`config.mk`:
```
export PLATFORM = sky130hd
export DESIGN_NAME = utopia_rx_cell_assembler
export DESIGN_NICKNAME = d
export VERILOG_FILES = /design/src/rtl/atm_pkg.sv /design/src/rtl/sat_counter.sv /design/src/rtl/utopia_rx_cell_assembler.sv
export SDC_FILE = /design/constraint.sdc
export NUM_CORES = 1
export LEC_CHECK = 0
export BUFFER_PORTS_ARGS = -buffer_cell sky130_fd_sc_hd__buf_2
export CAP_MARGIN = 5
export CORE_MARGIN = 1.5
export CORE_UTILIZATION = 30
export CTS_CLUSTER_DIAMETER = 40
export DETAILED_ROUTE_END_ITERATION = 16
export PLACE_DENSITY = 0.48
export SLEW_MARGIN = 5
export SYNTH_ARGS = -nofsm -noshare
export SYNTH_HDL_FRONTEND = slang
export SYNTH_SLANG_ARGS = --single-unit
```
`constraint.sdc`:
```
create_clock -name clk -period 3 [get_ports clk]
set_input_delay 0.6 -clock clk [delete_from_list [all_inputs] [get_ports clk]]
set_output_delay 0.6 -clock clk [all_outputs]
set_load 0.02 [all_outputs]
```
`src/rtl/atm_pkg.sv`:
```
// Shared ATM UNI cell definitions: header layout, cell geometry, HEC helper
// and receive-FSM state encoding.
package atm_pkg;

   localparam int CELL_BYTES = 53;
   localparam int HDR_BYTES  = 5;
   localparam logic [7:0] HEC_COSET = 8'h55;

   typedef struct packed {
      logic [3:0]  gfc;
      logic [7:0]  vpi;
      logic [15:0] vci;
      logic [2:0]  pt;
      logic        clp;
      logic [7:0]  hec;
   } uni_hdr_t;

   typedef enum logic [1:0] {
      ST_HUNT,
      ST_COLLECT,
      ST_HOLD
   } rx_state_t;

   // CRC-8, x^8+x^2+x+1, init 0, MSB of the first header byte first.
   function automatic logic [7:0] hec_crc8(input logic [31:0] data);
      logic [7:0] crc;
      crc = 8'h00;
      for (int i = 31; i >= 0; i--) begin
         if (crc[7] ^ data[i]) crc = {crc[6:0], 1'b0} ^ 8'h07;
         else                  crc = {crc[6:0], 1'b0};
      end
      return crc;
   endfunction

endpackage

```
`src/rtl/sat_counter.sv`:
```
// Event counter that sticks at all-ones instead of wrapping.
module sat_counter #(
   parameter int CNT_W = 16
) (
   input  logic             clk,
   input  logic             rst_n,
   input  logic             inc,
   output logic [CNT_W-1:0] count
);

   logic [CNT_W-1:0] r_count;

   always_ff @(posedge clk or negedge rst_n) begin
      if (!rst_n)                       r_count <= '0;
      else if (inc && (r_count != '1))  r_count <= r_count + 1'b1;
   end

   assign count = r_count;

endmodule

```
`src/rtl/utopia_rx_cell_assembler.sv`:
```
// Utopia L1 Rx front end: delineates 53-byte cells on SOC, checks HEC and
// hands each cell to the core as one word over a valid/ready handshake.
//
// state      | meaning
// -----------+------------------------------------------------------------
// ST_HUNT    | waiting for an accepted byte with rx_soc, others discarded
// ST_COLLECT | storing bytes into the assembly buffer at r_idx
// ST_HOLD    | full cell buffered, output word still occupied; rx_en_n=1
module utopia_rx_cell_assembler
   import atm_pkg::*;
#(
   parameter int CNT_W     = 16,
   parameter int HEC_CHECK = 1
) (
   input  logic             clk,
   input  logic             rst_n,
   input  logic [7:0]       rx_data,
   input  logic             rx_soc,
   input  logic             rx_clav,
   output logic             rx_en_n,
   output logic             out_valid,
   input  logic             out_ready,
   output logic [39:0]      out_hdr,
   output logic [383:0]     out_payload,
   output logic [CNT_W-1:0] cell_cnt,
   output logic [CNT_W-1:0] hec_err_cnt,
   output logic [CNT_W-1:0] runt_cnt
);

   localparam logic [5:0] LAST_IDX = 6'(CELL_BYTES - 1);

   rx_state_t    r_state;
   logic [5:0]   r_idx;
   logic         r_rx_en_n;
   logic         r_out_valid;
   logic [39:0]  r_out_hdr;
   logic [383:0] r_out_payload;
   logic [7:0]   r_hec_exp;
   logic         r_hec_ok;
   logic [7:0]   r_buf [CELL_BYTES];

   logic         w_accept;
   logic         w_out_free;
   logic         w_last_byte;
   logic         w_hec_inc;
   logic         w_drop;
   logic         w_runt_inc;
   logic         w_load;
   uni_hdr_t     w_hdr;
   logic [383:0] w_payload;

   assign w_accept    = !r_rx_en_n && rx_clav;
   assign w_out_free  = !r_out_valid || out_ready;
   assign w_runt_inc  = (r_state == ST_COLLECT) && w_accept && rx_soc;
   assign w_last_byte = (r_state == ST_COLLECT) && w_accept && !rx_soc && (r_idx == LAST_IDX);
   assign w_hec_inc   = w_last_byte && !r_hec_ok;
   assign w_drop      = w_hec_inc && (HEC_CHECK != 0);
   assign w_load      = (w_last_byte && !w_drop && w_out_free) ||
                        ((r_state == ST_HOLD) && r_out_valid && out_ready);

   // Byte 52 comes straight from rx_data when the cell is loaded on arrival.
   assign w_hdr = {r_buf[0], r_buf[1], r_buf[2], r_buf[3], r_buf[4]};

   always_comb begin
      w_payload = '0;
      for (int i = 0; i < CELL_BYTES - HDR_BYTES; i++)
         w_payload[383 - 8*i -: 8] = r_buf[HDR_BYTES + i];
      if (r_state != ST_HOLD) w_payload[7:0] = rx_data;
   end

   always_ff @(posedge clk) begin
      if (w_accept) begin
         if (rx_soc)                        r_buf[0]     <= rx_data;
         else if (r_state == ST_COLLECT)    r_buf[r_idx] <= rx_data;
      end
   end

   always_ff @(posedge clk or negedge rst_n) begin
      if (!rst_n) begin
         r_state       <= ST_HUNT;
         r_idx         <= '0;
         r_rx_en_n     <= 1'b0;
         r_out_valid   <= 1'b0;
         r_out_hdr     <= '0;
         r_out_payload <= '0;
         r_hec_exp     <= '0;
         r_hec_ok      <= 1'b0;
      end else begin
         if (w_load) begin
            r_out_hdr     <= w_hdr;
            r_out_payload <= w_payload;
            r_out_valid   <= 1'b1;
         end else if (out_ready) begin
            r_out_valid   <= 1'b0;
         end

         r_rx_en_n <= 1'b0;
         case (r_state)
            ST_HUNT: begin
               if (w_accept && rx_soc) begin
                  r_state <= ST_COLLECT;
                  r_idx   <= 6'd1;
               end
            end
            ST_COLLECT: begin
               if (w_accept) begin
                  if (rx_soc) begin
                     r_idx <= 6'd1;
                  end else begin
                     r_idx <= r_idx + 6'd1;
                     if (r_idx == 6'd3)
                        r_hec_exp <= hec_crc8({r_buf[0], r_buf[1], r_buf[2], rx_data}) ^ HEC_COSET;
                     if (r_idx == 6'd4)
                        r_hec_ok <= (rx_data == r_hec_exp);
                     if (r_idx == LAST_IDX) begin
                        r_idx <= '0;
                        if (w_drop || w_out_free) begin
                           r_state <= ST_HUNT;
                        end else begin
                           r_state   <= ST_HOLD;
                           r_rx_en_n <= 1'b1;
                        end
                     end
                  end
               end
            end
            ST_HOLD: begin
               if (r_out_valid && out_ready) r_state   <= ST_HUNT;
               else                          r_rx_en_n <= 1'b1;
            end
            default: r_state <= ST_HUNT;
         endcase
      end
   end

   sat_counter #(.CNT_W(CNT_W)) u_cell_cnt (
      .clk(clk), .rst_n(rst_n), .inc(w_load), .count(cell_cnt)
   );
   sat_counter #(.CNT_W(CNT_W)) u_hec_err_cnt (
      .clk(clk), .rst_n(rst_n), .inc(w_hec_inc), .count(hec_err_cnt)
   );
   sat_counter #(.CNT_W(CNT_W)) u_runt_cnt (
      .clk(clk), .rst_n(rst_n), .inc(w_runt_inc), .count(runt_cnt)
   );

   assign rx_en_n     = r_rx_en_n;
   assign out_valid   = r_out_valid;
   assign out_hdr     = r_out_hdr;
   assign out_payload = r_out_payload;

endmodule

```
==> out/qor.yml <==
cts:
  clk_latency_ns: 0.72
  clock_sinks: 915
  cts_tree: "yes"
  clk_pin_slew_ns: 0.05
  cts_resized: 0
  cts_buffers: 135
  clock_tree.root_cell: "clkbuf_16"
  cts_setup_buffers: 0
  clockBufferDepth: 3
  htreeDepth: 4
logic_synthesis:
  synthesis.area_um2: 32800
  synth_warnings: 0
  synth_fa_ha_area_frac: 0.00306
  postSynthNetCount: 1811
  syn_avg_cell_area_um2: 18.3
  yosys.area_share.simple: 0.0307
  seq_area_frac_synth: 0.764
  syn_inst: 1790
  ys_ff_latch: 915
  synth-compound-area-share: 0.00863
  ys.flop_type: "dfrtp_1"
  synth-xor-area-share: 0.0382
  synth.mux.area_fraction: 0.146
  synth_edf_count: 424
  synthArstFlopShare: 0.537
  synthDistinctLibCells: 51
  synth_top_family_by_area: "multiplexers"
drt:
  viasPerCell: 4.51
  ant_nets: 0
  drt_first_pass_iters: 4
  post-route-drc-count: 0
  wl_per_cell_um: 23.2
  via_count: 18025
  drtIter0Drc: 977
  wirelength_um: 92700
sta:
  fin_crit_sh: 0.894
  tightest_slew_ns: 1.19
  tns_ns: 0
  max_slew_margin: 0.205
  fin_skew_ns: 0.0260
  fmax_mhz: 373
  finalCriticalPeriod_ns: 2.68
  final_max_slew_viol_count: 0
  final_hold_viol_count: 0
  setup_viol: 0
  rsz0062_at_grt: "false"
power:
  leakage_nw: 20.0
  p_sw_frac: 0.223
  power_frac_clock: 0.524
  intPower_mw: 24.4
  finalPower_mw: 31.5
  vdd_drop_max_mv: 0.431
  comb_power_share: 0.049
  cellPowerDensity_nw_per_um2: 737
  pwr-share-seq: 0.427
  p_sw_mw: 7.02
flow_run:
  max_cap_violations: 0
placed_design:
  io_buffer_count: 486
  gp_congestion: 0.793
  dp_hpwl_um: 61500
run_status:
  status: "complete, no violations"
hold_path:
  holdCritStartpoint: "out_ready"
  whs_path_depth: 3
  hp-class: "input pin to flop"
  min_to: "out_valid"
worst_setup_path:
  worst-path-max-fanout: 11
  r2r_start: "r_state[1]"
  max_stage_delay_ns: 0.91
  crit_path_start_kind: "flop"
  endpoint_kind: "flop"
  reg2reg_slack_ns: 0.32
  cp.required_ns: 3.31
  r2r_cells: 5
  arrival_ns: 3.00
  crit_start: "r_state[1]"
  worstPathCellList: "inv_1 > ha_1 > and4bb_2 > nand3_1 > nor2_1"
  r2r_end: "r_buf[31][2]"
  critPathSlowestCell: "nor2_1"
  crit_type: "flop to flop"
global_routing:
  grt_max_degree: 90
  antenna_found_initial: 6
  gr-usage-all-layers: 0.167
  grt_pass1_wl_um: 135000
  grt_pass1_vias: 19189
  grt-ovfl-total: 0
floorplan:
  die_w_um: 333
  start_util: 0.302
  core_um2: 109000
  num_io_pins: 487
  num_rows: 121
  die_h_um: 333
  dieArea_um2: 111000
finish:
  area_delta_synth_final_pct: 30.2
  final_cell_mix: "dfrtp_1, buf_2, edfxtp_1, mux2_2, clkbuf_16"
  drive_above_1_share: 0.488
  layout_commonest_cell: "dfrtp_1"
  nets: 2489
==> worst max path at each step <==
stage                   end  cells after the start
2_1_floorplan  r_buf[16][0]                      6
3_3_place_gp   r_hec_exp[4]                      7
3_5_place_dp   r_hec_exp[4]                      7
4_1_cts        r_buf[31][2]                      5
5_1_grt        r_buf[31][7]                      5
6_report       r_buf[31][2]                      5
==> worst max-delay path: cells and delay by family, from the launching register on <==
kind          cells  cell delay [ns]
fa+ha+maj         1             0.30
buf+inv           1             0.10
flops             1             0.38
simple gates      3             1.50
==> synth_stat cells, types with 11 or more instances <==
master | count | area (um2)
xnor2_1 | 79 | 692
clkbuf_1 | 27 | 101
o21ai_0 | 22 | 110
nand4_1 | 18 | 113
xor2_1 | 19 | 166
dfrtp_1 | 491 | 12300
nand3_1 | 27 | 135
edfxtp_1 | 424 | 12700
and3_1 | 11 | 68.8
buf_2 | 30 | 150
nor2_1 | 68 | 255
nand2_1 | 53 | 199
mux2_2 | 418 | 4710
==> state kept, by name, indices dropped and copies added, names as in the netlist <==
register             count
out_payload            384
r_idx                    6
r_buf                  424
rx_en_n                  1
r_hec_ok                 1
out_hdr                 40
u_runt_cnt.count        16
out_valid                1
r_hec_exp                8
u_cell_cnt.count        16
u_hec_err_cnt.count     16
r_state                  2
==> power by group through the flow <==
stage | clock, mW | sequential [mW] | combinational [mW]
after floorplan | 0 | 13.7 | 0.818
after global placement | 0 | 13.7 | 1.56
after detailed placement | 0 | 13.7 | 1.57
after CTS | 16.9 | 13.4 | 1.58
after global routing | 17.5 | 13.5 | 1.69
final | 16.5 | 13.4 | 1.53
==> layout make-up <==
| class | instances | area [um2] |
|---|---|---|
| Antenna cell | 3 | 7.51 |
| Clock buffer | 170 | 3770 |
| Clock inverter | 80 | 1080 |
| Fill cell | 9974 | 65900 |
| Inverter | 8 | 30.0 |
| Multi-Input combinational cell | 806 | 7450 |
| Sequential cell | 915 | 25000 |
| Tap cell | 1414 | 1770 |
| Timing Repair Buffer | 602 | 3550 |
==> routing by layer <==
layer	GRT usage	share of wire	vias to the layer above
met5	0	0.00025	-
met4	0.0601	0.029	4
met3	0.0465	0.060	153
met2	0.269	0.48	543
met1	0.215	0.43	9381
li1	-	-	7944
==> cell families after synthesis <==
group	count (synthesis)
compound gates	46
flops	915
mux	427
xor+xnor	116
simple gates	209
buf+inv	69
fa+ha+maj	8
==> repair_timing <==
item,in CTS,in global routing
endpoints found under the hold margin,39,0
endpoints found under the setup margin,0,0
hold buffers,1,0
==> metrics by stage <==
| stage | hold slack, ns | std cells | setup slack [ns] | area (um2) | utilization |
|---|---|---|---|---|---|
| final | 0.251 | 3998 | 0.318 | 42700 | 0.393 |
| after global routing | 0.219 | 3995 | 0.140 | 42700 | 0.393 |
| after CTS | 0.182 | 3995 | 0.315 | 42700 | 0.393 |
| after detailed placement | 0.463 | 3744 | 0.231 | 37800 | 0.348 |
| after global placement | 0.457 | 3744 | 0.124 | 37800 | 0.348 |
| after floorplan | 0.304 | 1790 | 0.355 | 32800 | - |
No activity file was read; power rests on OpenSTA's default activity.
